`src/rtl/inst_fetch.sv`:
```
// Instruction fetch stage: streams a program into instruction RAM while in LOAD,
// then fetches one word per cycle into a stallable, redirectable IF/ID register.
module inst_fetch #(
  parameter int          W        = 32,
  parameter int          H        = 8,
  parameter logic [W-1:0] RESET_PC = '0
) (
  input  logic         clk,
  input  logic         rst,
  input  logic         ld_valid,
  input  logic [W-1:0] ld_data,
  input  logic         ld_last,
  output logic         ld_ready,
  output logic [W-1:0] ram_pc,
  output logic         ram_re,
  output logic         ram_we,
  output logic [W-1:0] ram_wdata,
  input  logic [W-1:0] ram_rdata,
  input  logic         redirect,
  input  logic [W-1:0] redirect_pc,
  input  logic         id_ready,
  output logic         id_valid,
  output logic [W-1:0] id_inst,
  output logic [W-1:0] id_pc,
  output logic         loading
);

  localparam int AW = H + 2;

  typedef enum logic {
    LOAD,
    FETCH
  } state_e;

  state_e         state_q, state_d;
  logic [AW-1:0]  loadAddr_q, loadAddr_d;
  logic [W-1:0]   pc_q, pc_d;
  logic           idValid_q, idValid_d;
  logic [W-1:0]   idInst_q, idInst_d;
  logic [W-1:0]   idPc_q, idPc_d;
  logic           advance;

  assign advance = (state_q == FETCH) && (!idValid_q || id_ready);

  // Redirect outranks both advance and stall; the load address wraps in AW bits.
  always_comb begin
    state_d    = state_q;
    loadAddr_d = loadAddr_q;
    pc_d       = pc_q;
    idValid_d  = idValid_q;
    idInst_d   = idInst_q;
    idPc_d     = idPc_q;
    case (state_q)
      LOAD: begin
        if (ld_valid) begin
          loadAddr_d = loadAddr_q + AW'(4);
          if (ld_last) begin
            state_d   = FETCH;
            pc_d      = RESET_PC;
            idValid_d = 1'b0;
          end
        end
      end
      FETCH: begin
        if (redirect) begin
          pc_d      = redirect_pc & ~W'(3);
          idValid_d = 1'b0;
        end else if (advance) begin
          idInst_d  = ram_rdata;
          idPc_d    = pc_q;
          idValid_d = 1'b1;
          pc_d      = pc_q + W'(4);
        end
      end
      default: state_d = LOAD;
    endcase
  end

  always_ff @(posedge clk) begin
    if (rst) begin
      state_q    <= LOAD;
      loadAddr_q <= '0;
      pc_q       <= RESET_PC;
      idValid_q  <= 1'b0;
      idInst_q   <= '0;
      idPc_q     <= '0;
    end else begin
      state_q    <= state_d;
      loadAddr_q <= loadAddr_d;
      pc_q       <= pc_d;
      idValid_q  <= idValid_d;
      idInst_q   <= idInst_d;
      idPc_q     <= idPc_d;
    end
  end

  // RAM strobes are gated by rst so nothing is written or read while resetting.
  assign loading   = rst || (state_q == LOAD);
  assign ld_ready  = !rst && (state_q == LOAD);
  assign ram_we    = ld_ready && ld_valid;
  assign ram_re    = !rst && (state_q == FETCH);
  assign ram_wdata = ld_data;
  assign ram_pc    = (state_q == LOAD) ? W'(loadAddr_q) : pc_q;

  assign id_valid  = idValid_q;
  assign id_inst   = idInst_q;
  assign id_pc     = idPc_q;

  always_ff @(posedge clk) begin
    if (!rst) begin
      assert (!(ram_re && ram_we));
    end
  end

endmodule

```
`config.mk`:
```
export PLATFORM = sky130hd
export DESIGN_NAME = inst_fetch
export DESIGN_NICKNAME = d
export VERILOG_FILES = /design/src/rtl/inst_fetch.sv
export SDC_FILE = /design/constraint.sdc
export NUM_CORES = 1
export LEC_CHECK = 0
export BUFFER_PORTS_ARGS = -buffer_cell sky130_fd_sc_hd__buf_2
export CORE_AREA = 2 2 112 114
export DETAILED_ROUTE_END_ITERATION = 10
export DIE_AREA = 0 0 114 116
export PLACE_DENSITY = 0.76
export SKIP_LAST_GASP = 1
export SYNTH_ARGS = -nofsm -noshare
export SYNTH_HDL_FRONTEND = slang
export SYNTH_SLANG_ARGS = --single-unit
export TNS_END_PERCENT = 50
```
`constraint.sdc`:
```
create_clock -name clk -period 2 [get_ports clk]
set_input_delay 0.3 -clock clk [delete_from_list [all_inputs] [get_ports clk]]
set_output_delay 0.3 -clock clk [all_outputs]
set_load 0.02 [all_outputs]
```
# ---- After elaboration in Yosys (flattened, before gate mapping)
# Cells that the tools add are included.
dict set report word_totals {
  reg_bits 108
  latchBits 0
  mem_bits_rw 0
  rom_bits 0
  in_bits 102
  memories 0
}
dict set report classes {
  add_sub_neg 2
  multipliers 0
  div_mod_pow 0
  n_lt_le_gt_ge 0
  eq_ne 3
  shift 0
  mux 14
  bitwise_logic 2
  reduce_logical 11
}
# op n
set op_table {}
lappend op_table {{2-to-1 mux 32 bit} 5}
lappend op_table {{case mux 32 bit (2 select lines)} 1}
lappend op_table {{adder 32 x 3 -> 32 bit, second input constant} 1}
lappend op_table {{adder 10 x 3 -> 10 bit, second input constant} 1}
lappend op_table {{2-to-1 mux 1 bit} 7}
lappend op_table {{AND reduction 3 bit} 2}
lappend op_table {{logical AND 1 bit} 4}
lappend op_table {{!= test 2 bit, second input constant} 2}
lappend op_table {{!= test 3 x 2 -> 1 bit, second input constant} 1}
lappend op_table {{zero test 1 bit} 2}
lappend op_table {{logical OR 1 bit} 2}
lappend op_table {{NOT 1 bit} 2}
lappend op_table {{case mux 1 bit (2 select lines)} 1}
lappend op_table {{AND reduction 2 bit} 1}

# ---- Logic depth before layout (Yosys ltp)
# Gate-level depths: netlist (run 1).
dict set report logic_depth {
  word_depth 6
  ltp_mapped 9
  depth_no_buf 7
}

# ---- Worst setup path before layout (run 1)
# No wires, ideal clock.
dict set report synth_timing {
  path_kind {register -> register}
  from {reg pc_q[2]}
  to {reg pc_q[24]}
  setup_time_ns 0.070
  t_arrival_ns 1.867
  slack_ns 0.063
  stages_incl_launch_ff 7
  path_buffers 0
  cell_sequence {dfxtp_1 ha_1 nand4_1 nor4_1 and4_1 o21ai_0 a21oi_1}
}
dict set report synth_between {
  elab_chain_len 4
}
# element line_no
set synth_rtl {}
lappend synth_rtl {{from (decl)} 37} ;# logic [W-1:0] pc_q, pc_d;
lappend synth_rtl {{from (signal assigned)} 90} ;# pc_q <= pc_d;
lappend synth_rtl {{adder 32 x 3 -> 32 bit} 72} ;# pc_d = pc_q + W'(4);
lappend synth_rtl {{2-to-1 mux 32 bit} 68} ;# end else if (advance) begin
lappend synth_rtl {{2-to-1 mux 32 bit} 65} ;# if (redirect) begin
lappend synth_rtl {{case mux 32 bit (2 select lines)} 53} ;# case (state_q)
# Every way passes these cells. The select of a mux whose other input is x is not followed.
# A chain may end at the register's enable or synchronous reset.

# ---- Final worst setup path (run 1)
dict set report layout_timing {
  from {reg pc_q[14]}
  to {reg pc_q[19]}
}
# Same word-level chain as after synthesis.

==> report_table.html, run 1 <==
<table>
<tr><th>Metric</th><th>Value</th></tr>
<tr><th colspan="2">Run status</th></tr>
<tr><td>Run status</td><td>completed</td></tr>
<tr><th colspan="2">Detailed routing</th></tr>
<tr><td>Number of optimization iterations in the first detailed-route pass</td><td>6</td></tr>
<tr><td>Iter 0 DRT Violations</td><td>450</td></tr>
<tr><td>Average detailed-routed wire length per instance</td><td>14.9 um</td></tr>
<tr><td>Antenna Nets Post-Route</td><td>0</td></tr>
<tr><td>DRC violation count after routing</td><td>0</td></tr>
<tr><td>Ratio of routed vias to standard cells</td><td>5.25</td></tr>
<tr><td>Total number of vias</td><td>4,978</td></tr>
<tr><td>Final wirelength</td><td>14.1 mm</td></tr>
<tr><th colspan="2">Die</th></tr>
<tr><td>Die width</td><td>114 um</td></tr>
<tr><td>Number of primary I/O pins</td><td>235</td></tr>
<tr><td>Chip height</td><td>116 um</td></tr>
<tr><td>Die area</td><td>0.0132 mm^2</td></tr>
<tr><td>Initial Util</td><td>42.5%</td></tr>
<tr><td>Core ar.</td><td>0.0119 mm^2</td></tr>
<tr><td>Cell row count</td><td>40</td></tr>
<tr><th colspan="2">Layout</th></tr>
<tr><td>Share of final-layout standard cells stronger than drive strength 1</td><td>29.7%</td></tr>
<tr><td># diodes</td><td>0</td></tr>
<tr><td>Area of all placed cells without fillers</td><td>0.00624 mm^2</td></tr>
<tr><td>Number of nets in the layout</td><td>900</td></tr>
<tr><td>Layout Area Growth over Synthesis</td><td>23.3%</td></tr>
<tr><th colspan="2">CTS</th></tr>
<tr><td>Cells resized by post-CTS repair</td><td>0</td></tr>
<tr><td>CTS clock-pin slew for the worst setup and hold paths</td><td>0.07 ns</td></tr>
<tr><td>Clock root cell</td><td>sky130_fd_sc_hd__clkbuf_16</td></tr>
<tr><td>Clock sinks</td><td>102</td></tr>
<tr><td>Number of levels the H-tree was split into</td><td>3</td></tr>
<tr><td>Post-CTS Hold Fix Bufs</td><td>0</td></tr>
<tr><td>Insertion delay to the later sink of the worst-skew pair</td><td>0.34 ns</td></tr>
<tr><td>Inserted Clock Buffers</td><td>9</td></tr>
<tr><td>Buffers from clock root to sink, at most</td><td>2</td></tr>
<tr><td>Post-CTS repair timing setup buffer count</td><td>0</td></tr>
<tr><td>CTS tree</td><td>yes</td></tr>
<tr><th colspan="2">Place</th></tr>
<tr><td>Placed cell area</td><td>0.00596 mm^2</td></tr>
<tr><td>Port-buffer cells</td><td>164</td></tr>
<tr><td>Last weighted congestion value of the routability-driven placer</td><td>0.878</td></tr>
<tr><td>Pre-CTS worst setup slack</td><td>0.108 ns</td></tr>
<tr><td>Placed wire-length estimate</td><td>10.0 mm</td></tr>
<tr><th colspan="2">Timing</th></tr>
<tr><td>Max-slew violation total from the final report</td><td>0</td></tr>
<tr><td>Max-Slew Margin vs Limit</td><td>40.8%</td></tr>
<tr><td>Worst clock skew on the final layout</td><td>0.00545 ns</td></tr>
<tr><td>Worst-Margin Slew</td><td>0.888 ns</td></tr>
<tr><td>Max Fclk</td><td>0.519 GHz</td></tr>
<tr><td>Setup Viol. Count Final</td><td>0</td></tr>
<tr><td>Slack of the critical path</td><td>0.0740 ns</td></tr>
<tr><td>Time the final worst path needs with I/O delays and setup</td><td>1.93 ns</td></tr>
<tr><td>Setup repair after global routing missed its margin</td><td>yes</td></tr>
<tr><td>WHS</td><td>0.197 ns</td></tr>
<tr><td>Final period util</td><td>96.3%</td></tr>
<tr><td>Hold Vio Cnt, Final</td><td>0</td></tr>
<tr><td>Post-Route Setup TNS</td><td>0 ns</td></tr>
<tr><th colspan="2">Hold path</th></tr>
<tr><td>Classification of the worst-slack hold path</td><td>in2reg</td></tr>
<tr><td>Worst hold stages</td><td>3</td></tr>
<tr><th colspan="2">Global routing</th></tr>
<tr><td>All-layer global routing usage</td><td>20.9%</td></tr>
<tr><td>Number of global-route vias before repair</td><td>4,438</td></tr>
<tr><td>Global-route wire length before repair</td><td>22.1 mm</td></tr>
<tr><td>Pin count of the biggest net entering global routing</td><td>86</td></tr>
<tr><td>Initial antenna violation count</td><td>0</td></tr>
<tr><td>Total grt overflow</td><td>0</td></tr>
<tr><th colspan="2">Setup path</th></tr>
<tr><td>Launching element type of the critical path</td><td>register</td></tr>
<tr><td>Worst reg-to-reg path cell count</td><td>6</td></tr>
<tr><td>Worst Setup End Kind</td><td>register</td></tr>
<tr><td>Required time of the worst setup path</td><td>2.25 ns</td></tr>
<tr><td>Arrival time of data at the critical path endpoint</td><td>2.17 ns</td></tr>
<tr><td>Critical path cell sequence</td><td>nand4_1, or4_1, buf_4, nor4_1, a21oi_1, o32ai_1</td></tr>
<tr><td>CP Class</td><td>reg2reg</td></tr>
<tr><td>Delay of the slowest critical-path stage</td><td>0.65 ns</td></tr>
<tr><td>Largest fanout on the critical path</td><td>7</td></tr>
<tr><td>Cell family contributing the most delay on the critical path</td><td>simple AND/OR/NAND/NOR gates</td></tr>
<tr><td>Slowest stage cell, crit path</td><td>sky130_fd_sc_hd__or4_1</td></tr>
<tr><td>Stages on worst setup path</td><td>6</td></tr>
<tr><td>CP Buf/Inv Count</td><td>1</td></tr>
<tr><th colspan="2">Synth</th></tr>
<tr><td>Netlist area before placement</td><td>0.00506 mm^2</td></tr>
<tr><td>Sequential area share after synthesis</td><td>40.3%</td></tr>
<tr><td>Count of mapped cells out of synthesis</td><td>659</td></tr>
<tr><td>Synthesized area divided by synthesized cell count</td><td>7.68 um^2</td></tr>
<tr><td>Total number of yosys warnings</td><td>0</td></tr>
<tr><td>EDFF count, synth</td><td>0</td></tr>
<tr><td>Share of async-settable or async-resettable flops after synthesis</td><td>0%</td></tr>
<tr><td>Number of distinct library cells after synthesis</td><td>54</td></tr>
<tr><td>Synthesis-stage register bit count</td><td>102</td></tr>
<tr><td>Primary FF master, synth</td><td>sky130_fd_sc_hd__dfxtp_1</td></tr>
<tr><th colspan="2">Power</th></tr>
<tr><td>Static leakage power</td><td>2.67 nW</td></tr>
<tr><td>Power per Cell Area</td><td>696 mW/mm^2</td></tr>
<tr><td>Peak VDD IR</td><td>0.497 mV</td></tr>
<tr><th colspan="2">Run</th></tr>
<tr><td>Max Cap Violations</td><td>0</td></tr>
</table>
## placed cells by master (no fill, tap or decap), types with 10 or more instances in the layout
cell type,instances
sky130_fd_sc_hd__buf_2,163
sky130_fd_sc_hd__nand2_1,155
sky130_fd_sc_hd__dfxtp_1,102
sky130_fd_sc_hd__a21oi_1,80
sky130_fd_sc_hd__buf_4,38
sky130_fd_sc_hd__nor2_1,29
sky130_fd_sc_hd__and2_1,27
sky130_fd_sc_hd__o21ai_0,22
sky130_fd_sc_hd__nand3_1,17
sky130_fd_sc_hd__a22oi_1,14
sky130_fd_sc_hd__nand4_1,12
sky130_fd_sc_hd__xor2_1,11
sky130_fd_sc_hd__inv_1,10
## area by class of cell
| type | instances | area, um^2 |
|---|---|---|
| clock buffers | 12 | 236 |
| fillers | 1212 | 5670 |
| clock inverters | 4 | 47.5 |
| repair buffers | 205 | 1180 |
| multi-input cells | 467 | 2510 |
| well taps | 147 | 184 |
| flip-flops and latches | 102 | 2040 |
| inverters | 11 | 41.3 |
## flip-flops by register name, summed over array words and instances, names as in the netlist
name	count
pc_q	30
id_valid	1
id_pc	30
id_inst	32
loadAddr_q	8
state_q	1
## cell usage after synthesis, types with 2 or more instances
| cell type | n | area [um^2] |
|---|---|---|
| sky130_fd_sc_hd__ha_1 | 2 | 25.0 |
| sky130_fd_sc_hd__a21o_1 | 2 | 15.0 |
| sky130_fd_sc_hd__nor2b_1 | 3 | 18.8 |
| sky130_fd_sc_hd__nor4_1 | 9 | 56.3 |
| sky130_fd_sc_hd__a21oi_1 | 80 | 400 |
| sky130_fd_sc_hd__clkbuf_1 | 34 | 128 |
| sky130_fd_sc_hd__a22oi_1 | 14 | 105 |
| sky130_fd_sc_hd__xnor2_1 | 3 | 26.3 |
| sky130_fd_sc_hd__a31oi_1 | 4 | 25.0 |
| sky130_fd_sc_hd__nand4_1 | 12 | 75.1 |
| sky130_fd_sc_hd__and3_1 | 7 | 43.8 |
| sky130_fd_sc_hd__buf_1 | 4 | 15.0 |
| sky130_fd_sc_hd__dfxtp_1 | 102 | 2040 |
| sky130_fd_sc_hd__o21ai_0 | 22 | 110 |
| sky130_fd_sc_hd__nand2_1 | 156 | 586 |
| sky130_fd_sc_hd__and4_1 | 2 | 17.5 |
| sky130_fd_sc_hd__and2_1 | 28 | 175 |
| sky130_fd_sc_hd__mux2i_1 | 2 | 20.0 |
| sky130_fd_sc_hd__nand2b_1 | 2 | 12.5 |
| sky130_fd_sc_hd__or3_1 | 3 | 18.8 |
| sky130_fd_sc_hd__nor3_1 | 4 | 20.0 |
| sky130_fd_sc_hd__nand3_1 | 17 | 85.1 |
| sky130_fd_sc_hd__o21a_1 | 3 | 22.5 |
| sky130_fd_sc_hd__buf_4 | 38 | 285 |
| sky130_fd_sc_hd__inv_1 | 10 | 37.5 |
| sky130_fd_sc_hd__nor2_1 | 29 | 109 |
| sky130_fd_sc_hd__mux2_2 | 9 | 101 |
| sky130_fd_sc_hd__buf_6 | 3 | 33.8 |
| sky130_fd_sc_hd__o211ai_1 | 2 | 15.0 |
| sky130_fd_sc_hd__xor2_1 | 11 | 96.3 |
| sky130_fd_sc_hd__a32o_1 | 2 | 20.0 |
| sky130_fd_sc_hd__buf_2 | 2 | 10.0 |
| sky130_fd_sc_hd__o22ai_1 | 7 | 43.8 |
| sky130_fd_sc_hd__and2_2 | 3 | 22.5 |
| sky130_fd_sc_hd__o31ai_1 | 6 | 45.0 |
| sky130_fd_sc_hd__o32ai_1 | 4 | 35.0 |
## through the flow
step / std cells / total power, mW / util (%)
4_1_cts: 948 / 4.39 / 52.4
6_report: 948 / 4.34 / 52.4
5_1_grt: 948 / 4.51 / 52.4
3_3_place_gp: 932 / 2.68 / 50.0
2_1_floorplan: 662 / 2.56 / -
3_5_place_dp: 932 / 2.69 / 50.0
## worst min-delay path: stages
cell and delay (ns):
sky130_fd_sc_hd__buf_2 0.10, sky130_fd_sc_hd__nand2_1 0.04, sky130_fd_sc_hd__a21oi_1 0.05
## report_power, final
group | leakage [nW] | switching [mW] | total, mW | internal [mW]
registers | 0.826 | 0.0418 | 2.12 | 2.08
logic | 1.71 | 0.314 | 0.522 | 0.208
clock network | 0.137 | 0.730 | 1.70 | 0.968
total | 2.67 | 1.09 | 4.34 | 3.26
## worst paths after layout
kind / start / end / slack, ns
max: pc_q[14] / pc_q[19] / 0.07
min: ram_rdata[17] / id_inst[17] / 0.20
max reg2reg: pc_q[14] / pc_q[19] / 0.07
min reg2reg: id_pc[28] / id_pc[28] / 0.45
## logic make-up (layout without fill, tap and decap cells)
logic type	after synthesis	after routing	synth area share, %
compound gates	153	153	17.8
simple gates	283	283	26.1
fa+ha+maj	2	2	0.494
mux	11	11	2.40
xor+xnor	14	14	2.42
flops	102	102	40.3
buf+inv	93	232	10.4
other cells	1	4	0.0741
## metal layers
layer / GRT usage (%) / vias up / share of wire [%]
li1: - / 2474 / -
met1: 26.1 / 2266 / 44
met2: 35.2 / 214 / 47
met3: 5.65 / 24 / 7.8
met4: 6.75 / 0 / 1.5
met5: 0 / - / 0
Note: power is estimated with default switching activity, not from simulation.
==> run 2, diff against run 1 <==
- CORE_AREA: 2 2 112 114 -> 2 2 133 135
- DIE_AREA: 0 0 114 116 -> 0 0 135 137
- PLACE_DENSITY: 0.76 -> not set
==> run 2 against run 1 <==
Flip-flop and latch count did not move. Sequential share of layout area fell by 1.2 points. Count of clock-buffer cells in the layout grew 1. Largest cell class unchanged. Critical path depth shrank 1.
==> report_table.html, run 2 (same netlist as run 1, synthesis figures left out) <==
<table>
<tr><th>Metric</th><th>Value</th></tr>
<tr><th colspan="2">Power</th></tr>
<tr><td>Total power</td><td>4.52 mW</td></tr>
<tr><td>Static leakage power</td><td>2.76 nW</td></tr>
<tr><td>Power per Cell Area</td><td>697 mW/mm^2</td></tr>
<tr><td>Peak VDD IR</td><td>0.408 mV</td></tr>
<tr><th colspan="2">Setup path</th></tr>
<tr><td>Largest fanout on the critical path</td><td>3</td></tr>
<tr><td>Slowest stage cell, crit path</td><td>sky130_fd_sc_hd__or4_1</td></tr>
<tr><td>Stages on worst setup path</td><td>5</td></tr>
<tr><td>CP Class</td><td>reg2reg</td></tr>
<tr><td>Beginning of the critical path</td><td>pc_q[12]</td></tr>
<tr><td>Critical path cell sequence</td><td>nand4_2, or4_1, nor4_4, mux2i_1, a221o_1</td></tr>
<tr><td>Delay of the slowest critical-path stage</td><td>0.66 ns</td></tr>
<tr><td>Worst Setup End Kind</td><td>register</td></tr>
<tr><td>Worst reg2reg endpoint</td><td>pc_q[27]</td></tr>
<tr><td>End point of the critical path</td><td>pc_q[27]</td></tr>
<tr><td>Required time of the worst setup path</td><td>2.25 ns</td></tr>
<tr><td>Register-to-Register Setup Slack</td><td>0.08 ns</td></tr>
<tr><td>Worst reg-to-reg path cell count</td><td>5</td></tr>
<tr><td>Cell family contributing the most delay on the critical path</td><td>simple AND/OR/NAND/NOR gates</td></tr>
<tr><td>Arrival time of data at the critical path endpoint</td><td>2.17 ns</td></tr>
<tr><td>Launching element type of the critical path</td><td>register</td></tr>
<tr><td>CP Buf/Inv Count</td><td>0</td></tr>
<tr><td>Startpoint of the worst register-to-register path</td><td>pc_q[12]</td></tr>
<tr><th colspan="2">Detailed routing</th></tr>
<tr><td>Total number of vias</td><td>4,927</td></tr>
<tr><td>Average detailed-routed wire length per instance</td><td>14.7 um</td></tr>
<tr><td>Antenna Nets Post-Route</td><td>0</td></tr>
<tr><td>Final wirelength</td><td>15.3 mm</td></tr>
<tr><td>Iter 0 DRT Violations</td><td>204</td></tr>
<tr><td>Ratio of routed vias to standard cells</td><td>4.74</td></tr>
<tr><td>Number of optimization iterations in the first detailed-route pass</td><td>4</td></tr>
<tr><td>DRC violation count after routing</td><td>0</td></tr>
<tr><th colspan="2">Layout</th></tr>
<tr><td>Area occupied by registers</td><td>0.00204 mm^2</td></tr>
<tr><td>Layout filler cell count</td><td>1,835</td></tr>
<tr><td>Largest register FFs</td><td>32</td></tr>
<tr><td>Multi-input combinational cell area</td><td>0.00251 mm^2</td></tr>
<tr><td>Layout Area Growth over Synthesis</td><td>28.1%</td></tr>
<tr><td>Commonest cells after routing, fill and taps aside</td><td>163 x sky130_fd_sc_hd__buf_2, 155 x sky130_fd_sc_hd__nand2_1, 102 x sky130_fd_sc_hd__dfxtp_1, 80 x sky130_fd_sc_hd__a21oi_1, 51 x sky130_fd_sc_hd__buf_4</td></tr>
<tr><td>Number of nets in the layout</td><td>913</td></tr>
<tr><td>Fraction of the core area covered by cells at the end of the flow</td><td>38.0%</td></tr>
<tr><td>Area of all placed cells without fillers</td><td>0.00648 mm^2</td></tr>
<tr><td>Most common library cell in the layout ignoring fill and taps</td><td>sky130_fd_sc_hd__buf_2</td></tr>
<tr><td>Share of final-layout standard cells stronger than drive strength 1</td><td>31.2%</td></tr>
<tr><th colspan="2">Die</th></tr>
<tr><td>Die area</td><td>0.0185 mm^2</td></tr>
<tr><td>Core ar.</td><td>0.0171 mm^2</td></tr>
<tr><td>Cell row count</td><td>48</td></tr>
<tr><td>Number of primary I/O pins</td><td>235</td></tr>
<tr><td>Die width</td><td>135 um</td></tr>
<tr><td>Initial Util</td><td>29.7%</td></tr>
<tr><td>Chip height</td><td>137 um</td></tr>
<tr><th colspan="2">Timing</th></tr>
<tr><td>Hold Vio Cnt, Final</td><td>0</td></tr>
<tr><td>Max Fclk</td><td>0.520 GHz</td></tr>
<tr><td>Time the final worst path needs with I/O delays and setup</td><td>1.92 ns</td></tr>
<tr><td>Max-Slew Margin vs Limit</td><td>53.6%</td></tr>
<tr><td>Setup Viol. Count Final</td><td>0</td></tr>
<tr><td>Setup repair after global routing missed its margin</td><td>yes</td></tr>
<tr><td>Final period util</td><td>96.2%</td></tr>
<tr><td>Max-slew violation total from the final report</td><td>0</td></tr>
<tr><td>Worst-Margin Slew</td><td>0.695 ns</td></tr>
<tr><td>Slack of the critical path</td><td>0.0764 ns</td></tr>
<tr><td>Worst clock skew on the final layout</td><td>0.00700 ns</td></tr>
<tr><th colspan="2">CTS</th></tr>
<tr><td>Clock sinks</td><td>102</td></tr>
<tr><td>CTS tree</td><td>yes</td></tr>
<tr><td>Clock root cell</td><td>sky130_fd_sc_hd__clkbuf_16</td></tr>
<tr><td>CTS clock-pin slew for the worst setup and hold paths</td><td>0.07 ns</td></tr>
<tr><td>Buffers from clock root to sink, at most</td><td>2</td></tr>
<tr><td>Insertion delay to the later sink of the worst-skew pair</td><td>0.35 ns</td></tr>
<tr><td>Number of levels the H-tree was split into</td><td>3</td></tr>
<tr><td>Inserted Clock Buffers</td><td>9</td></tr>
<tr><th colspan="2">Global routing</th></tr>
<tr><td>All-layer global routing usage</td><td>16.6%</td></tr>
<tr><td>Number of global-route vias before repair</td><td>4,619</td></tr>
<tr><td>Global-route wire length before repair</td><td>24.3 mm</td></tr>
<tr><td>Pin count of the biggest net entering global routing</td><td>62</td></tr>
<tr><td>Total grt overflow</td><td>0</td></tr>
<tr><td>Initial antenna violation count</td><td>3</td></tr>
<tr><th colspan="2">Place</th></tr>
<tr><td>Placed wire-length estimate</td><td>11.2 mm</td></tr>
<tr><td>Pre-CTS worst setup slack</td><td>0.0749 ns</td></tr>
<tr><td>Last weighted congestion value of the routability-driven placer</td><td>0.800</td></tr>
<tr><td>Placed cell area</td><td>0.00615 mm^2</td></tr>
<tr><td>Port-buffer cells</td><td>164</td></tr>
<tr><th colspan="2">Hold path</th></tr>
<tr><td>Classification of the worst-slack hold path</td><td>in2reg</td></tr>
<tr><th colspan="2">Run</th></tr>
<tr><td>Max Cap Violations</td><td>0</td></tr>
<tr><th colspan="2">Run status</th></tr>
<tr><td>Run status</td><td>completed</td></tr>
</table>
==> run 2: how the worst min path moves through the flow <==
| stage | from | cells past startpoint | to | slack [ns] |
|---|---|---|---|---|
| floorplan | ram_rdata[0] | 2 | id_inst[0] | 0.44 |
| global placement | id_inst[9] | 2 | id_inst[9] | 0.44 |
| detailed placement | id_inst[16] | 2 | id_inst[16] | 0.44 |
| CTS | ram_rdata[24] | 3 | id_inst[24] | 0.17 |
| global route | ram_rdata[18] | 3 | id_inst[18] | 0.17 |
| finish | ram_rdata[24] | 3 | id_inst[24] | 0.18 |
==> run 2: report_power, final <==
part / internal [mW] / leakage (nW) / switching [mW]
Combinational: 0.217 / 1.78 / 0.319
Sequential: 2.08 / 0.826 / 0.0396
Clock: 1.10 / 0.158 / 0.758
==> run 2: what timing repair did <==
action,4_1_cts,5_1_grt
buffers inserted,0,0
setup endpoints to repair,0,5
resized for setup,0,1
hold buffers,0,0
==> run 2: metrics by stage <==
stage	instances	hold slack (ns)	TNS (ns)
after global placement	1023	0.439	0
after global routing	1039	0.174	-0.00382
after CTS	1038	0.165	0
after detailed placement	1023	0.444	0
after floorplan	662	0.436	0
final	1040	0.184	0
==> run 2: final cells by class <==
| type | count | share of cell area [%] |
|---|---|---|
| sequential | 102 | 31.5 |
| clock buffer | 13 | 4.32 |
| antenna | 2 | 0.0772 |
| inverter | 11 | 0.637 |
| tap | 225 | 4.34 |
| timing repair buffer | 218 | 19.7 |
| multi-input combinational | 467 | 38.8 |
| clock inverter | 2 | 0.598 |
==> run 2: layer usage <==
| metal | up-vias | wire [um] | track usage (%) |
|---|---|---|---|
| li1 | 2514 | - | - |
| met1 | 2264 | 6830 | 21.0 |
| met2 | 133 | 7150 | 27.3 |
| met3 | 14 | 1090 | 5.07 |
| met4 | 2 | 179 | 4.75 |
| met5 | - | 16 | 0 |
==> run 2: worst reg2reg max path, cell delays in order (launching register included) <==
cell                      delay [ns]
sky130_fd_sc_hd__dfxtp_1        0.35
sky130_fd_sc_hd__nand4_2        0.12
sky130_fd_sc_hd__or4_1          0.66
sky130_fd_sc_hd__nor4_4         0.33
sky130_fd_sc_hd__mux2i_1        0.11
sky130_fd_sc_hd__a221o_1        0.25
